### config.mk
export PLATFORM = sky130hd
export DESIGN_NAME = irq_ctrl
export DESIGN_NICKNAME = d
export VERILOG_FILES = /design/src/rtl/irq_ctrl_pkg.sv /design/src/rtl/irq_ctrl_sync.sv /design/src/rtl/irq_ctrl.sv
export SDC_FILE = /design/constraint.sdc
export NUM_CORES = 1
export LEC_CHECK = 0
export CORE_MARGIN = 10
export CORE_UTILIZATION = 55
export DETAILED_ROUTE_END_ITERATION = 16
export PLACE_DENSITY = 0.81
export SYNTH_ARGS = -nofsm -noshare
export SYNTH_HDL_FRONTEND = slang
export SYNTH_HIERARCHICAL = 1
export SYNTH_SLANG_ARGS = --single-unit
export TNS_END_PERCENT = 20
### constraint.sdc
create_clock -name clk_i -period 3.2 [get_ports clk_i]
set_clock_uncertainty 0.05 [all_clocks]
set_input_delay 0.48 -clock clk_i [delete_from_list [all_inputs] [get_ports clk_i]]
set_output_delay 0.48 -clock clk_i [all_outputs]
set_load 0.01 [all_outputs]
### src/rtl/irq_ctrl_pkg.sv
// Shared definitions for the interrupt controller.
//   - Register byte offsets inside the register window.
//   - CLAIM_VALID_BIT: bit of the CLAIM read value that flags a valid id.
//   - lowest_set(): index of the lowest set bit of a 32-bit vector.
//     Returns 0 for an all-zero vector, so callers must qualify it.
package irq_ctrl_pkg;

    localparam logic [7:0] REG_ENABLE  = 8'h00;
    localparam logic [7:0] REG_TYPE    = 8'h04;
    localparam logic [7:0] REG_PENDING = 8'h08;
    localparam logic [7:0] REG_RAW     = 8'h0C;
    localparam logic [7:0] REG_CLAIM   = 8'h10;
    localparam logic [7:0] REG_SWSET   = 8'h14;

    localparam int CLAIM_VALID_BIT = 31;

    // The loop runs from the top bit downward, so the last hit is the lowest.
    function automatic logic [4:0] lowest_set(input logic [31:0] v);
        logic [4:0] idx;
        idx = '0;
        for (int i = 31; i >= 0; i--) begin
            if (v[i]) idx = 5'(i);
        end
        return idx;
    endfunction

endpackage

### src/rtl/irq_ctrl_sync.sv
// Two-flop synchronizer for asynchronous interrupt inputs.
// Ports:
//   clk  - destination clock
//   rst  - synchronous reset, active high
//   d    - asynchronous input vector, W bits
//   q    - synchronized output vector, W bits (2-cycle latency)
module irq_ctrl_sync #(
    parameter int W = 32
) (
    input  logic         clk,
    input  logic         rst,
    input  logic [W-1:0] d,
    output logic [W-1:0] q
);

    logic [W-1:0] meta;

    always_ff @(posedge clk) begin
        if (rst) begin
            meta <= '0;
            q    <= '0;
        end else begin
            meta <= d;
            q    <= meta;
        end
    end

endmodule

### src/rtl/irq_ctrl.sv
// Interrupt controller: per-source level / rising-edge detection, enable
// masking, software-settable pending and a claim register, programmed over
// a native valid/ready memory slave port. Drives a registered irq vector.
// Ports:
//   clk_i, rst_i       - clock, synchronous active-high reset
//   irq_i[NSRC-1:0]    - raw interrupt sources
//   mem_valid_i        - access request (held by master until ready)
//   mem_addr_i         - byte address, bits [1:0] ignored
//   mem_wdata_i        - write data
//   mem_wstrb_i        - byte strobes, 0 means read
//   mem_ready_o        - one-cycle acknowledge
//   mem_rdata_o        - read data, valid while mem_ready_o is high
//   irq_o              - registered (pending & enable) vector
//   irq_any_o          - OR of irq_o
// Build option: define IRQ_CTRL_SYNC_EN to pass irq_i through a two-flop
// synchronizer before any other logic (adds 2 cycles to every latency).
module irq_ctrl
    import irq_ctrl_pkg::*;
#(
    parameter int NSRC   = 32,
    parameter int ADDR_W = 8
) (
    input  logic              clk_i,
    input  logic              rst_i,
    input  logic [NSRC-1:0]   irq_i,
    input  logic              mem_valid_i,
    input  logic [ADDR_W-1:0] mem_addr_i,
    input  logic [31:0]       mem_wdata_i,
    input  logic [3:0]        mem_wstrb_i,
    output logic              mem_ready_o,
    output logic [31:0]       mem_rdata_o,
    output logic [31:0]       irq_o,
    output logic              irq_any_o
);

    localparam logic [31:0] SRC_MASK =
        (NSRC >= 32) ? 32'hFFFF_FFFF : ((32'd1 << NSRC) - 32'd1);

    logic [NSRC-1:0] irq_src;

`ifdef IRQ_CTRL_SYNC_EN
    irq_ctrl_sync #(.W(NSRC)) u_sync (
        .clk (clk_i),
        .rst (rst_i),
        .d   (irq_i),
        .q   (irq_src)
    );
`else
    assign irq_src = irq_i;
`endif

    logic [31:0] irq_w;
    assign irq_w = 32'(irq_src);

    logic [31:0] enable_q, type_q, pend_q, raw_q;
    logic [31:0] enable_nxt, type_nxt, pend_nxt;
    logic [31:0] sw_set, w1c, claim_clr, edge_set, rdata_nxt;
    logic [31:0] pend_vis, claim_vec, byte_mask;
    logic [ADDR_W-1:0] word;
    logic [4:0] claim_id;
    logic take, is_wr, is_rd, claim_any;

    // A request is only sampled outside the ready cycle, so each access is
    // accepted exactly once even though the master still holds valid.
    assign take  = mem_valid_i & ~mem_ready_o;
    assign is_wr = take & (|mem_wstrb_i);
    assign is_rd = take & ~(|mem_wstrb_i);
    assign word  = mem_addr_i & ~ADDR_W'(3);

    assign byte_mask = {{8{mem_wstrb_i[3]}}, {8{mem_wstrb_i[2]}},
                        {8{mem_wstrb_i[1]}}, {8{mem_wstrb_i[0]}}};

    assign pend_vis  = (type_q & pend_q) | (~type_q & irq_w & SRC_MASK);
    assign claim_vec = pend_vis & enable_q;
    assign claim_any = |claim_vec;
    assign claim_id  = lowest_set(claim_vec);
    assign edge_set  = irq_w & ~raw_q & type_q;

    always_comb begin
        enable_nxt = enable_q;
        type_nxt   = type_q;
        sw_set     = '0;
        w1c        = '0;
        claim_clr  = '0;
        rdata_nxt  = '0;
        if (is_wr) begin
            case (word)
                ADDR_W'(REG_ENABLE):
                    enable_nxt = ((enable_q & ~byte_mask) | (mem_wdata_i & byte_mask)) & SRC_MASK;
                ADDR_W'(REG_TYPE):
                    type_nxt = ((type_q & ~byte_mask) | (mem_wdata_i & byte_mask)) & SRC_MASK;
                ADDR_W'(REG_PENDING):
                    w1c = mem_wdata_i & byte_mask & type_q;
                ADDR_W'(REG_SWSET):
                    sw_set = mem_wdata_i & byte_mask & type_q;
                default: ;
            endcase
        end
        if (is_rd) begin
            case (word)
                ADDR_W'(REG_ENABLE):  rdata_nxt = enable_q;
                ADDR_W'(REG_TYPE):    rdata_nxt = type_q;
                ADDR_W'(REG_PENDING): rdata_nxt = pend_vis;
                ADDR_W'(REG_RAW):     rdata_nxt = raw_q;
                ADDR_W'(REG_CLAIM): begin
                    if (claim_any) begin
                        rdata_nxt[CLAIM_VALID_BIT] = 1'b1;
                        rdata_nxt[4:0]             = claim_id;
                        // Level sources stay asserted; only latched edges are consumed.
                        claim_clr = type_q & (32'd1 << claim_id);
                    end
                end
                default: ;
            endcase
        end
    end

    // Set terms are OR-ed in after the clears so a coincident event is never lost.
    assign pend_nxt = ((pend_q & ~(w1c | claim_clr | (type_nxt ^ type_q)))
                       | edge_set | sw_set) & SRC_MASK;

    always_ff @(posedge clk_i) begin
        if (rst_i) begin
            enable_q    <= '0;
            type_q      <= '0;
            pend_q      <= '0;
            raw_q       <= '0;
            mem_ready_o <= 1'b0;
            mem_rdata_o <= '0;
            irq_o       <= '0;
            irq_any_o   <= 1'b0;
        end else begin
            enable_q    <= enable_nxt;
            type_q      <= type_nxt;
            pend_q      <= pend_nxt;
            raw_q       <= irq_w & SRC_MASK;
            mem_ready_o <= take;
            mem_rdata_o <= rdata_nxt;
            irq_o       <= claim_vec;
            irq_any_o   <= claim_any;
        end
    end

endmodule

======== Word level (Yosys, flattened, before mapping) ========
Cells that the tools add are included.
word-level totals
  output and inout bits ................... 66
  bits in registers ....................... 194
  bits of input ports ..................... 79
  word-level logic and storage cells ...... 94
operators by class
  reductions and logical operators ........ 5
  shifts and indexed selects .............. 1
  bitwise operators ....................... 29
  multiplexer cells ....................... 46
  equality and inequality tests ........... 5
operator list
  kind                                                                   number
  32-bit AND                                                             11
  32-bit two-way mux                                                     9
  32-bit OR                                                              7
  5-bit two-way mux                                                      33
  32-bit NOT                                                             4
  26-bit one-hot mux with 4 select lines                                 1
  32-bit OR reduction                                                    1
  1-bit by 5-bit left shift with 32-bit output, first input constant     1
  32-bit bitwise XOR                                                     1
  5-bit one-hot mux with 5 select lines                                  1
  6-bit by 2-bit equality test with 1-bit output, second input constant  2
  6-bit by 3-bit equality test with 1-bit output, second input constant  2
  8-bit logical NOT                                                      1
  6-bit by 1-bit equality test with 1-bit output, second input constant  1
  1-bit one-hot mux with 5 select lines                                  1
  4-bit OR reduction                                                     1
  1-bit AND                                                              3
  1-bit NOT                                                              3
  2-bit AND reduction                                                    1
  2-bit OR reduction                                                     1
  1-bit two-way mux                                                      1

======== Logic depth before layout (Yosys ltp) ========
Gate-level depths: netlist of run 1.
  word-level depth ........................ 47
  gate-level depth with buffers ........... 10

======== Worst setup path before layout of run 1 ========
No wires, ideal clock.
  kind .................................... reg2reg
  start ................................... register type_q[14]
  end ..................................... register pend_q[11]
  setup slack ............................. 0.776 ns
  setup time .............................. 0.130 ns
  arrival time ............................ 2.244 ns
  cell stages (with the launch flop) ...... 11
  path through ............................ dfxtp_1 -> clkbuf_1 -> mux2_2 -> a22oi_2 -> nand4_1 -> o211ai_1 -> a21oi_2 -> or2_1 -> buf_2 -> nor4bb_1 -> o32ai_1
on the way
  word-level cells in the longest chain between the ends .. 30
  elaborated cells on any way between the ends .. 32
  classes of those cells .................. shift (1); mux (18); bitwise (12); reduce/logical (1)
ends and longest elaborated chain
  element                                       line                text
  start: declaration                            irq_ctrl.sv:55      logic [31:0] enable_q, type_q, pend_q, raw_q;
  start signal: assignment                      irq_ctrl.sv:134     type_q <= type_nxt;
  32-bit NOT                                    irq_ctrl.sv:73      assign pend_vis = (type_q & pend_q) | (~type_q & irq_w & SRC_MASK);
  32-bit AND                                    irq_ctrl.sv:73
  32-bit OR *                                   irq_ctrl.sv:73
  32-bit AND *                                  irq_ctrl.sv:74      assign claim_vec = pend_vis & enable_q;
  5-bit two-way mux (15 in series)              irq_ctrl_pkg.sv:22  if (v[i]) idx = 5'(i);
  1-bit by 5-bit left shift with 32-bit output  irq_ctrl.sv:110     claim_clr = type_q & (32'd1 << claim_id);
  32-bit AND                                    irq_ctrl.sv:110
  32-bit two-way mux *                          irq_ctrl.sv:106     if (claim_any) begin
  32-bit two-way mux *                          irq_ctrl.sv:100     case (word)
  32-bit two-way mux *                          irq_ctrl.sv:99      if (is_rd) begin
  32-bit OR * (2 in series)                     irq_ctrl.sv:119     assign pend_nxt = ((pend_q & ~(w1c | claim_clr | (type_nxt ^ type_q)))
  32-bit NOT *                                  irq_ctrl.sv:119
  32-bit AND *                                  irq_ctrl.sv:119
  32-bit OR * (2 in series)                     irq_ctrl.sv:120     | edge_set | sw_set) & SRC_MASK;
  end signal: assignment                        irq_ctrl.sv:135     pend_q <= pend_nxt;
  end: declaration                              irq_ctrl.sv:55
Mark *: on every way between the ends. The rest lies on a longest branch, timed or not.
A chain may end at the register's enable or synchronous reset.

======== Worst setup path after layout of run 1 ========
  start ................................... register type_q[24]
  end ..................................... register pend_q[31]
on the way
  word-level cells in the longest chain between the ends .. 40
  elaborated cells on any way between the ends .. 42
  classes of those cells .................. shift (1); mux (28); bitwise (12); reduce/logical (1)
ends and longest elaborated chain
  element                                       line
  32-bit NOT                                    irq_ctrl.sv:73
  32-bit AND                                    irq_ctrl.sv:73
  32-bit OR *                                   irq_ctrl.sv:73
  32-bit AND *                                  irq_ctrl.sv:74
  5-bit two-way mux (25 in series)              irq_ctrl_pkg.sv:22
  1-bit by 5-bit left shift with 32-bit output  irq_ctrl.sv:110
  32-bit AND                                    irq_ctrl.sv:110
  32-bit two-way mux *                          irq_ctrl.sv:106
  32-bit two-way mux *                          irq_ctrl.sv:100
  32-bit two-way mux *                          irq_ctrl.sv:99
  32-bit OR * (2 in series)                     irq_ctrl.sv:119
  32-bit NOT *                                  irq_ctrl.sv:119
  32-bit AND *                                  irq_ctrl.sv:119
  32-bit OR * (2 in series)                     irq_ctrl.sv:120
Marks and branches as above.

==> results.cfg, run 1 <==
[logic_synthesis]
synth-warning-count = 6
async_flop_share_pct = 0
postSynthCellCount = 1239
synth_top_area_share_pct = 39.9
netlist_area_sq_um = 9740
synthTopCellsByArea = dfxtp_1, nand2_1, a21oi_1
synth_edf_count = 0
ys_seq_area_share_pct = 39.9
ys.flop_type = dfxtp_1
syn_avg_cell_area_sq_um = 7.86
synth_top_cell_by_area = dfxtp_1
synth_fp_nets = 1318
ys_seq_elements = 194
synth_cell_types = 75
synthTopCellsByCount = nand2_1, dfxtp_1, a21oi_1, nor2_1, nor2b_1
synth_most_common_cell = nand2_1

[power]
ir_drop_uv = 555
power.total_uw = 4930
p_per_area_nw_per_um2 = 399
p_leak_uw = 0.00439

[die]
boundaryPins = 145
die_h_um = 153
dieArea_sq_um = 23400
start_util_pct = 56.1
coreArea_sq_um = 17400
die-width_um = 153
fp-row-count = 48

[setup_path]
r2r_setup_slack_ns = 0.28
rr_endpoint = pend_q[31]
crit_type = reg -> reg
timing.rr.start = type_q[24]
critical_path_arrival_ns = 3.18
critPathLaunchType = register
cp_max_fo = 9
r2r_cells = 9
cp_data_required_time_ns = 3.46
end_kind = register

[grt]
grt_max_degree = 146
antenna_found_initial = 0
grt-ovfl-total = 0
grt_pass1_vias = 9747
grt_pass1_wl_um = 50800
grt_use_total_pct = 26.2

[route]
drt_iter0_drc = 1264
wl_per_cell_um = 19.5
dr.pass1.iters = 8
routed_via_density = 6.08
routed_wirelength_um = 32200
routed-wl-met2_um = 15000
ant_nets = 0
routed-via-count = 10000
wl_met1_um = 12800
wl_met3_um = 3200
drc = 0
top_layer_used = met4

[finish]
layout.nets = 1492
diodes = 0
final_layout_size_suffix_gt1_share_pct = 13.1
area_growth_pct = 27.0
fin_util_pct = 71.3

[sta]
drv_slew = 0
postLayoutSetupSlackWorst_ns = 0.278
fin_crit_sh_pct = 91.3
fin_crit_ns = 2.92
max_freq_mhz = 342
finalSetupViolCount = 0
holdWs_ns = 0.427
rsz0062_at_grt = no
slew_headroom_pct = 46.6
worstMarginPinSlew_ns = 0.798
finalHoldViolCount = 0

[place]
place_ws_ns = -0.0419
dpl.hpwl_um = 22400
routabilityCongestion = 0.935
portBuffers = 142

[cts]
cts_buffer_depth = 2
cts_setup_buffers = 0
cts_resized = 0
postCtsHoldBufs = 0
cts_sinks = 194
path_clk_slew_ns = 0.07
tritoncts = done
clkLatencyLatePin_ns = 0.44
cts-root-buf = clkbuf_16
h-tree-depth = 4
cts_buffers = 17

[outcome]
status = complete, no violations

[hold_path]
whs_path_depth = 2
hold_class = reg -> reg

[flow_run]
maxCapViolations = 0
-- worst max path at each step --
stage,from,slack (ns),to
floorplan,type_q[14],0.78,pend_q[11]
global placement,irq_i[30],-0.001,pend_q[19]
detailed placement,irq_i[30],-0.04,pend_q[27]
CTS,type_q[24],0.36,pend_q[31]
global route,type_q[31],0.23,pend_q[18]
finish,type_q[24],0.28,pend_q[31]
-- kinds of logic after synthesis --
group	share of synthesized area [%]
simple gates	26.3
compound gates	22.7
flops	39.9
buf+inv	5.01
mux	6.15
-- cell type report --
cell class / count / area [sq um]
clock inverter: 14 / 129
sequential: 194 / 3880
inverter: 24 / 90.1
multi-input combinational: 938 / 5380
clock buffer: 18 / 429
fill: 1357 / 4980
tap: 225 / 282
timing repair buffer: 238 / 2180
-- per-layer routing --
layer	track usage, %	vias to the layer above
li1	-	4686
met1	31.6	4638
met2	42.6	602
met3	7.35	110
met4	12.1	0
met5	0	-
-- where the power goes --
part	leakage (uW)	switching [uW]	internal (uW)	total, uW
registers	0.00157	13.8	2440	2450
logic	0.00255	214	187	401
clock network	0.000268	997	1080	2080
total	0.00439	1230	3710	4930
-- cells in the final DEF, fill, tap and decap left out, drive strengths merged, types with 13 or more instances in the layout --
cell type / count
nand3: 18
clkdlybuf4s50: 140
clkbuf: 18
inv: 29
and3: 15
nand2: 301
nor2: 78
and2: 15
o211ai: 20
mux2: 31
o2111ai: 16
nor3: 15
nor2b: 59
o32ai: 14
nand2b: 18
mux2i: 13
o21ai: 59
dfxtp: 194
a22oi: 31
buf: 98
a21oi: 136
-- worst max-delay path: stages (launching register included) --
cell and delay [ns]:
dfxtp_1 0.50, mux2_4 0.35, a22o_1 0.24, a311oi_1 0.35, o211ai_1 0.23, a21o_1 0.24, a211oi_2 0.39, buf_4 0.21
a31o_1 0.16, a21oi_2 0.06
-- per-stage QoR --
stage                       TNS, ns  std cells  instance area [sq um]
after floorplan                   0       1239                   9740
after global placement    -0.000994       1619                  11800
after detailed placement    -0.0655       1619                  11800
after CTS                         0       1651                  12400
after global routing              0       1651                  12400
final                             0       1651                  12400
No activity file was read; power rests on OpenSTA's default activity.
==> run 2: changes to the inputs <==
- SLEW_MARGIN: default -> 40
==> results of run 2 <==
Final layout, timing and power as in run 1 (identical DEF).
